===== src/rtl/note_lane_judge.sv =====
// Rhythm-game lane judge: per-lane circular FIFOs of falling note Y positions,
// keypress hit/miss judging, expiry, score/combo/miss accounting. Optional macro: NOTE_COMBO_MULT_EN.
module note_lane_judge #(
    parameter int LANES  = 4,
    parameter int DEPTH  = 8,
    parameter int SPEED  = 2,
    parameter int HIT_Y  = 400,
    parameter int WINDOW = 12
) (
    input  logic                 Clk,
    input  logic                 Reset,
    input  logic                 frame_clk,
    input  logic [7:0]           keycode,
    input  logic                 note_valid,
    input  logic [2:0]           note_lane,
    output logic [10*LANES-1:0]  head_y,
    output logic [15:0]          score,
    output logic [7:0]           combo,
    output logic [15:0]          miss_cnt,
    output logic                 hit_pulse,
    output logic                 miss_pulse,
    output logic                 overflow
);
    localparam int PW = $clog2(DEPTH);
    localparam int CW = PW + 1;
    localparam logic [10:0]        LATE_Y  = 11'(HIT_Y + WINDOW);
    localparam logic signed [10:0] HIT_S   = 11'(HIT_Y);
    localparam logic signed [10:0] WIN_S   = 11'(WINDOW);
    localparam logic [10:0]        SPEED_W = 11'(SPEED);

    function automatic logic [7:0] key_of(input logic [2:0] lane);
        case (lane)
            3'd0:    key_of = 8'h04;
            3'd1:    key_of = 8'h16;
            3'd2:    key_of = 8'h07;
            3'd3:    key_of = 8'h09;
            3'd4:    key_of = 8'h0A;
            default: key_of = 8'h00;
        endcase
    endfunction

    function automatic logic [9:0] sat_y(input logic [9:0] y);
        logic [10:0] s;
        s = {1'b0, y} + SPEED_W;
        sat_y = s[10] ? 10'h3FF : s[9:0];
    endfunction

    logic             fs1_q, fs2_q, fs3_q;
    logic             tick;
    logic [7:0]       key_q;
    logic             press_q, press_d;
    logic [2:0]       press_lane_q, press_lane_d;
    logic [15:0]      score_q, miss_cnt_q;
    logic [7:0]       combo_q;
    logic             hit_pulse_q, miss_pulse_q, overflow_q;

    logic [LANES-1:0] lane_hit_w, lane_mpress_w, lane_exp_w, lane_drop_w;
    logic [2:0]       miss_tot;
    logic             hit_any, miss_any;
    logic [15:0]      pts;
    logic [16:0]      score_sum, miss_sum;

    assign tick = fs2_q & ~fs3_q;

    // A press is a fresh keycode that maps to an existing lane; held keys never re-trigger.
    always_comb begin
        press_d      = 1'b0;
        press_lane_d = 3'd0;
        for (int l = 0; l < LANES; l++) begin
            if (keycode == key_of(3'(l)) && keycode != key_q) begin
                press_d      = 1'b1;
                press_lane_d = 3'(l);
            end
        end
    end

    for (genvar g = 0; g < LANES; g++) begin : g_lane
        logic [9:0]         mem_q [DEPTH];
        logic [PW-1:0]      rd_q, wr_q;
        logic [CW-1:0]      cnt_q;
        logic [9:0]         head;
        logic signed [10:0] diff;
        logic               empty, judged, in_win, hit, expire, req, pop, push;

        assign head   = mem_q[rd_q];
        assign empty  = (cnt_q == '0);
        assign judged = press_q && (press_lane_q == 3'(g));
        assign diff   = $signed({1'b0, head}) - HIT_S;
        assign in_win = (diff <= WIN_S) && (diff >= -WIN_S);
        assign hit    = judged && !empty && in_win;
        // A lane under judgement never expires in the same cycle.
        assign expire = !judged && !empty && ({1'b0, head} > LATE_Y);
        assign pop    = hit || expire;
        assign req    = note_valid && (note_lane == 3'(g));
        assign push   = req && (cnt_q != CW'(DEPTH));

        assign lane_hit_w[g]    = hit;
        assign lane_mpress_w[g] = judged && !hit;
        assign lane_exp_w[g]    = expire;
        assign lane_drop_w[g]   = req && !push;
        assign head_y[10*g +: 10] = empty ? 10'h3FF : head;

        always_ff @(posedge Clk) begin
            if (Reset) begin
                rd_q  <= '0;
                wr_q  <= '0;
                cnt_q <= '0;
            end else begin
                if (tick) begin
                    for (int s = 0; s < DEPTH; s++) mem_q[s] <= sat_y(mem_q[s]);
                end
                if (push) begin
                    mem_q[wr_q] <= '0;
                    wr_q        <= wr_q + PW'(1);
                end
                if (pop) rd_q <= rd_q + PW'(1);
                cnt_q <= cnt_q + CW'(push) - CW'(pop);
            end
        end
    end

    always_comb begin
        miss_tot = 3'd0;
        for (int l = 0; l < LANES; l++) miss_tot = miss_tot + 3'(lane_exp_w[l]);
        miss_tot = miss_tot + 3'(|lane_mpress_w);
    end

    assign hit_any  = |lane_hit_w;
    assign miss_any = (miss_tot != 3'd0);

`ifdef NOTE_COMBO_MULT_EN
    // Multiplier tier is chosen from the combo before this hit is counted.
    always_comb begin
        if (combo_q < 8'd10)      pts = 16'd10;
        else if (combo_q < 8'd30) pts = 16'd20;
        else                      pts = 16'd40;
    end
`else
    assign pts = 16'd10;
`endif

    assign score_sum = {1'b0, score_q} + {1'b0, pts};
    assign miss_sum  = {1'b0, miss_cnt_q} + 17'(miss_tot);

    always_ff @(posedge Clk) begin
        if (Reset) begin
            fs1_q        <= 1'b0;
            fs2_q        <= 1'b0;
            fs3_q        <= 1'b0;
            key_q        <= 8'h00;
            press_q      <= 1'b0;
            press_lane_q <= 3'd0;
            score_q      <= 16'd0;
            combo_q      <= 8'd0;
            miss_cnt_q   <= 16'd0;
            hit_pulse_q  <= 1'b0;
            miss_pulse_q <= 1'b0;
            overflow_q   <= 1'b0;
        end else begin
            fs1_q        <= frame_clk;
            fs2_q        <= fs1_q;
            fs3_q        <= fs2_q;
            key_q        <= keycode;
            press_q      <= press_d;
            press_lane_q <= press_lane_d;
            hit_pulse_q  <= hit_any;
            miss_pulse_q <= miss_any;
            if (|lane_drop_w) overflow_q <= 1'b1;
            if (miss_any) miss_cnt_q <= miss_sum[16] ? 16'hFFFF : miss_sum[15:0];
            // Any miss wins over a simultaneous hit for the combo.
            if (miss_any)                         combo_q <= 8'd0;
            else if (hit_any && combo_q != 8'hFF) combo_q <= combo_q + 8'd1;
            if (hit_any) score_q <= score_sum[16] ? 16'hFFFF : score_sum[15:0];
        end
    end

    assign score      = score_q;
    assign combo      = combo_q;
    assign miss_cnt   = miss_cnt_q;
    assign hit_pulse  = hit_pulse_q;
    assign miss_pulse = miss_pulse_q;
    assign overflow   = overflow_q;
endmodule


===== config.mk =====
export PLATFORM = sky130hd
export DESIGN_NAME = note_lane_judge
export DESIGN_NICKNAME = d
export VERILOG_FILES = /design/src/rtl/note_lane_judge.sv
export SDC_FILE = /design/constraint.sdc
export NUM_CORES = 1
export LEC_CHECK = 0
export ABC_CLOCK_PERIOD_IN_PS = 5700
export CAP_MARGIN = 20
export CORE_MARGIN = 2
export CORE_UTILIZATION = 56
export CTS_CLUSTER_DIAMETER = 50
export DETAILED_ROUTE_END_ITERATION = 8
export PLACE_DENSITY = 0.76
export SYNTH_ARGS = -nofsm -noshare
export SYNTH_HDL_FRONTEND = slang
export SYNTH_SLANG_ARGS = --single-unit

===== constraint.sdc =====
create_clock -name Clk -period 5.7 [get_ports Clk]
set_clock_uncertainty 0.15 [all_clocks]
set_input_delay 1.425 -clock Clk [delete_from_list [all_inputs] [get_ports Clk]]
set_output_delay 1.425 -clock Clk [all_outputs]
set_load 0.005 [all_outputs]

==> flow_summary.ini <==
[outcome]
status = finished clean

[power_and_ir_drop]
switchingPower_mw = 2.34
cellPowerDensity_nw_per_um2 = 314
ir_worst_vdd_mv = 0.199
seqPwrFrac_pct = 47.3
p_total_mw = 8.27
cellLeakagePower_nw = 10.0
swShare_pct = 28.3
p_int_mw = 5.93
clkPwrFrac_pct = 39.4
comb_power_share_pct = 13.3

[timing]
fin_crit_sh_pct = 95.7
fmax_mhz = 183
setup-violations-final = 0
slew_headroom_pct = 26.3
slew_violations = 0
hold_violations = 0
final.min_clock_period_ns = 5.46
tightest_slew_ns = 1.10
layout_setup_ws_ns = 0.243

[layout]
antenna_cells = 0
area_growth_pct = 15.2
layout-drive-gt1-share_pct = 9.39
final_area_um2 = 26300
fin_nets = 2798

[placed_design]
place.gp.congestion = 0.928
post-dp-hpwl_um = 42600
place_area_um2 = 24600
io_buffers = 97
place_ws_ns = -0.0568

[synth]
synth_seq_cells = 429
yosysWarnings = 0
syn_area_um2 = 22800
synth_edf_count = 0
synth_ff_type = dfxtp_1
synth-seq-area-share_pct = 37.6
syn_area_per_cell_um2 = 8.84
async_reset_ff_share_pct = 0
syn-num-nets = 2690
synth_top_area_share_pct = 37.6
synth_cell_types = 70
yosysTopAreaCell = dfxtp_1
syn_inst = 2586
synthTopCellsByArea = dfxtp_1, mux4_2, xor2_1

[critical_path]
cp-end-kind = register
crit_chain = mux4_2 > mux2_4 > inv_2 > ha_1 > nor3b_4 > mux2_4 > a21o_1 > a221o_1 > fa_1 > inv_1 > fa_2 > ha_4 > inv_1 > fa_2 > nor2b_1 > o21ai_1 > nor2_1 > and3_4 > and3_4 > nand3_1 > o21ai_0 > nor2_1
cp_top_family = adder cells
cpPeakStageDelay_ns = 0.51
worstSetupPathType = register to register
crit_arrival_ns = 5.75
critPathSlowestCell = fa_1
cp_data_required_time_ns = 5.99
startpoint_type = register
crit_buf_inv = 3
cp_max_fo = 5

[cts]
cts_tree = done
clkTransAtPathRegs_ns = 0.06
clkLatencyLatePin_ns = 0.60
cts_num_sinks = 429
numCtsBuffers = 47
ctsHoldBuffers = 0
clock_path_buffers = 3
root_buffer = clkbuf_16
cts_max_level = 2

[flow_run]
cap_violations = 0

[route]
drtIter0Drc = 1622
post_drt_wl_per_cell_um = 18.2
route.detailed.drc = 0
vias = 19900
ant_nets = 0
totalWireLength_um = 59200
viasPerCell = 6.13
drt_first_pass_iters = 8

[global_route]
grt_max_degree = 79
overflow = 0
grt_pass1_vias = 18900
grt_pass1_wl_um = 96000
grt_usage_pct = 27.7
antenna_found_initial = 1

[floorplan]
initial_core_util_pct = 57.1
die_h_um = 206
ioPinCount = 98
die_x_um = 206
rows = 73
fp.dieArea_um2 = 42400
core-area_um2 = 40000

[worst_hold_path]
hold_path_class = register to register
## timing repair
item,CTS,global route
pin swaps,0,2
buffers inserted,0,1
hold endpoints to repair,0,0
setup endpoints to repair,10,13
resized for setup,2,17
## tightest hold or removal path: cells and delay by family, from the launching register on
family                 cells  cell delay [ns]
AOI/OAI and AO/OA          1             0.05
DFF                        1             0.31
buffers and inverters      1             0.05
## path summary, 6_finish.rpt
path | slack, ns | endpoint | depth (start not counted) | start
setup reg to reg | 0.24 | miss_cnt[12]$_SDFFE_PP0P_ | 22 | register
setup / recovery | 0.24 | miss_cnt[12]$_SDFFE_PP0P_ | 22 | register
hold / removal | 0.30 | g_lane[0].mem_q[2][0]$_SDFFE_PP0P_ | 2 | g_lane[0].mem_q[2][0]$_SDFFE_PP0P_
hold reg to reg | 0.30 | g_lane[0].mem_q[2][0]$_SDFFE_PP0P_ | 2 | g_lane[0].mem_q[2][0]$_SDFFE_PP0P_
## cell usage after synthesis, drive strengths merged (30+ instances only)
cell    number
xnor2       68
inv        104
a21oi      253
buf         30
nand3       91
dfxtp      429
nand2      297
nor2       223
mux4        78
mux2i       58
nand4      104
xor2       150
a31oi       77
ha          82
clkbuf      77
and3        69
o21ai       57
nor3        50
## power groups by stage
stage | sequential, mW | clock [mW] | combinational, mW
3_3_place_gp | 3.93 | 0 | 1.03
6_report | 3.91 | 3.25 | 1.10
4_1_cts | 3.89 | 3.29 | 1.09
5_1_grt | 3.96 | 3.42 | 1.25
3_5_place_dp | 3.95 | 0 | 1.08
2_1_floorplan | 3.74 | 0 | 0.811
## placed cells by master (no fill, tap or decap), types with 10 or more instances in the layout
master / Yosys / layout
nand2b_1: 23 / 22
inv_1: 104 / 103
nor3b_1: 29 / 28
nand3b_1: 13 / 13
nand4_1: 104 / 104
mux2_2: 12 / 10
nand3_1: 90 / 90
nor3_1: 50 / 50
clkbuf_8: 0 / 12
dfxtp_1: 429 / 427
ha_1: 82 / 80
nand2_1: 297 / 297
buf_4: 0 / 65
a31oi_1: 77 / 77
xor2_1: 150 / 150
mux4_2: 60 / 60
clkdlybuf4s50_1: 0 / 96
or3_1: 29 / 29
and3_1: 69 / 67
mux4_1: 18 / 18
or2_2: 10 / 10
mux2i_1: 56 / 55
o21ai_0: 57 / 56
a21o_1: 10 / 10
clkbuf_16: 0 / 47
a21oi_1: 253 / 253
nor2b_1: 23 / 22
xnor2_1: 68 / 68
o311ai_0: 11 / 11
nor2_1: 223 / 221
a211oi_1: 23 / 23
## logic make-up after synthesis
family	after synthesis	synth area share, %
XOR/XNOR	218	8.36
buffers and inverters	211	3.64
flip-flops	429	37.6
multiplexers	148	11.2
adder cells (fa/ha/maj)	89	5.10
AO/OA/AOI/OAI	509	13.3
AND/OR/NAND/NOR	982	20.8
## per-layer routing
metal,vias to the layer above,part of all wire (%),global-route usage [%],wire length (um)
li1,9550,-,-,-
met3,123,6.5,4.48,3850
met5,-,0.022,0,13
met2,719,47,46.3,27900
met1,9547,44,36.9,25800
met4,2,2.7,8.27,1600
## sequential cells by signal, summed over array words and instances (netlist names), named ones only
signal and count:
miss_cnt 16, combo 8, press_lane_q 2, g_lane.cnt_q 16, overflow 1, hit_pulse 1
press_q 1, g_lane.wr_q 12, fs2_q 1, g_lane.mem_q 320, g_lane.rd_q 12, fs3_q 1
fs1_q 1, score 16, miss_pulse 1, key_q 8
## stage by stage
step                      instances   TNS, ns  utilization (%)  hold slack, ns
final                          3252         0             65.8           0.298
after global routing           3252  -0.00499             65.8           0.323
after CTS                      3249         0             65.6           0.299
after detailed placement       3167   -0.0719             61.5           0.285
after global placement         3167         0             61.5           0.268
after floorplan                2586         0                -           0.264
## cell type report
type,count,area [um^2]
clock buffers,62,1350
clock inverters,20,308
fillers,3226,13700
repair buffers,166,1520
multi-input cells,1946,13500
inverters,104,390
flip-flops and latches,429,8590
well taps,525,657
(Power assumes the default switching activity.)
==> patch (same settings) <==
Add an input register stage for `keycode`, cleared by the reset; this delays it by one clock. The other inputs are not delayed to match.
--- a/src/rtl/note_lane_judge.sv
+++ b/src/rtl/note_lane_judge.sv
@@ -28,4 +28,14 @@
     localparam logic signed [10:0] WIN_S   = 11'(WINDOW);
     localparam logic [10:0]        SPEED_W = 11'(SPEED);
+
+    logic [7:0] keycode_q;
+
+    always_ff @(posedge Clk) begin
+        if (Reset) begin
+            keycode_q <= '0;
+        end else begin
+            keycode_q <= keycode;
+        end
+    end
 
     function automatic logic [7:0] key_of(input logic [2:0] lane);
@@ -68,5 +78,5 @@
         press_lane_d = 3'd0;
         for (int l = 0; l < LANES; l++) begin
-            if (keycode == key_of(3'(l)) && keycode != key_q) begin
+            if (keycode_q == key_of(3'(l)) && keycode_q != key_q) begin
                 press_d      = 1'b1;
                 press_lane_d = 3'(l);
@@ -161,5 +171,5 @@
             fs2_q        <= fs1_q;
             fs3_q        <= fs2_q;
-            key_q        <= keycode;
+            key_q        <= keycode_q;
             press_q      <= press_d;
             press_lane_q <= press_lane_d;
Formal check against the unedited RTL: not equivalent (Yosys sat finds a counterexample within 4 cycles, from zero or initial values and one cycle with Reset high).
==> patch against the unedited design <==
  * Total power increased by 0.42%
  * Count of clock-buffer cells in the layout increased by 10
  * Setup slack got worse by 0.0040 ns
  * Sequential cell count increased by 8
  * Die area increased by 1.3%
  * Wire length increased by 1.6%
  * Area after synthesis increased by 1.4%
  * Via count increased by 0.19%
  * Design area increased by 1.0%
  * Largest cell class unchanged
  * Highest routed layer is now met4
==> patch: results (changes against the unedited design) <==
- Switching pwr: 2.45 mW (+4.5%)
- Nets: 2816 (+0.64%)
- Leakage: 10.1 nW (+0.36%)
- Layout cell share with drive strength beyond 1: 9.59% (+0.21 points)
- Status: completed
- CTS Buf Count: 52 (+11%)
- Sequential-to-total area share from yosys stat: 37.8% (+0.18 points)
- IO Port Bufs: 97 (unchanged)
- Wire per inst: 18.3 µm (+0.57%)
- Vias in the first global route: 19079 (+1.1%)
- Critical-path maximum fanout: 5 (unchanged)
- Cell Count Post-Placement: 3187 (+0.63%)
- Worst Hold Depth: 1 (-1)
- Max reg flops: 320 (unchanged)
- Slowest Stage Delay on Critical Path: 0.59 ns (+0.08 ns)
- Design Area, Final: 0.0266 mm² (+1.0%)
- Global-route wire length before repair: 97200 µm (+1.3%)
- Synth top area cells: dfxtp_1 (38%), mux4_2 (6.0%), xor2_1 (5.4%)
- Ys async rst share: 0% (unchanged)
- Vias: 19979 (+0.19%)
- Placement Cell Area: 0.0248 mm² (+0.81%)
- Maximum number of pins on one net before global-route repair: 137 (+73%)
- Rel. slew slack: 22.5% (-3.7 points)
- Total Routing Usage GR: 27.1% (-0.56 points)
- Final HPWL DP: 43600 µm (+2.5%)
- Synth top cells by count: dfxtp_1 (437), nand2_1 (291), a21oi_1 (246)
- Post-Syn Nets: 2709 (+0.71%)
- Hold/Removal Path Class: reg -> reg
- Post-synthesis cell type count: 76 (+8.6%)
- TritonRoute pass-1 iters: 6 (-2)
- R2R cell count: 21 (-4.5%)
- Worst VDD drop: 0.000241 V (+21%)
- DRT Wirelength: 60200 µm (+1.6%)
- Fillers: 3304 (+2.4%)
- Syn Area/Cell: 8.89 µm² (+0.64%)
- RD Place Congestion: 0.936 (+0.82%)
- CTS root buffer: clkbuf_16
- Initial antenna violation count: 2 (+1)
- Critical Path AT: 5.78 ns (+0.03 ns)
- # H-tree levels: 2 (unchanged)
==> patch: layout make-up <==
cell class	instances	area share (%)
diodes	2	0.0188
clock buffers	72	5.44
clock inverters	22	0.795
inverters	106	1.50
multi-input cells	1953	51.1
flip-flops and latches	437	32.9
well taps	532	2.50
repair buffers	162	5.68
==> patch: cell families (layout without fill, tap and decap cells) <==
kind of cell / count (synthesis) / after routing / share of synthesized area (%)
AOI/OAI and AO/OA: 525 / 525 / 13.8
xor gates and xnor gates: 214 / 214 / 8.09
adders and majority gates: 89 / 89 / 5.03
buffers and inverters: 215 / 362 / 3.96
DFF: 437 / 437 / 37.8
muxes: 149 / 149 / 11.0
other: 0 / 2 / 0
and+or+nand+nor: 976 / 976 / 20.4
==> patch: metal layers <==
layer,GRT usage [%],routed length [µm],vias to the layer above
met2,45.0,28400,609
met1,35.6,25800,9631
met4,9.04,1800,0
met5,0,0,-
li1,-,-,9608
met3,5.23,4170,131
==> patch: final timing paths <==
check | startpoint | to | slack [ns]
worst min register to register | fs1_q | fs2_q | 0.28
worst max-delay path | register | miss_cnt[12] | 0.24
worst max register to register | register | miss_cnt[12] | 0.24
worst min-delay path | fs1_q | fs2_q | 0.28
==> patch: repair_timing <==
| item | 4_1_cts | 5_1_grt |
|---|---|---|
| pin swaps | 0 | 4 |
| resized for setup | 1 | 31 |
| endpoints found under the setup margin | 10 | 13 |
| setup buffers | 1 | 1 |
| gates cloned | 0 | 1 |
==> patch: critical path, delay by kind of cell (launching register included) <==
family	cells	cell delay, ns
flops	1	0.39
fa+ha+maj	5	1.90
simple gates	7	1.39
buf+inv	3	0.16
mux	2	0.77
compound gates	4	0.55
==> patch: power by group through the flow <==
stage,clock [mW],combinational [mW],sequential [mW]
after global placement,0,1.06,4.00
after floorplan,0,0.833,3.81
after detailed placement,0,1.11,4.02
after global routing,3.37,1.29,4.03
final,3.19,1.13,3.98
after CTS,3.24,1.12,3.96
==> patch: per-stage QoR <==
| step | setup slack [ns] | power (mW) |
|---|---|---|
| 2_1_floorplan | 0.0701 | 4.64 |
| 3_3_place_gp | 0.0399 | 5.06 |
| 3_5_place_dp | -0.00278 | 5.13 |
| 4_1_cts | 0.0892 | 8.32 |
| 5_1_grt | -0.0309 | 8.69 |
| 6_report | 0.239 | 8.30 |
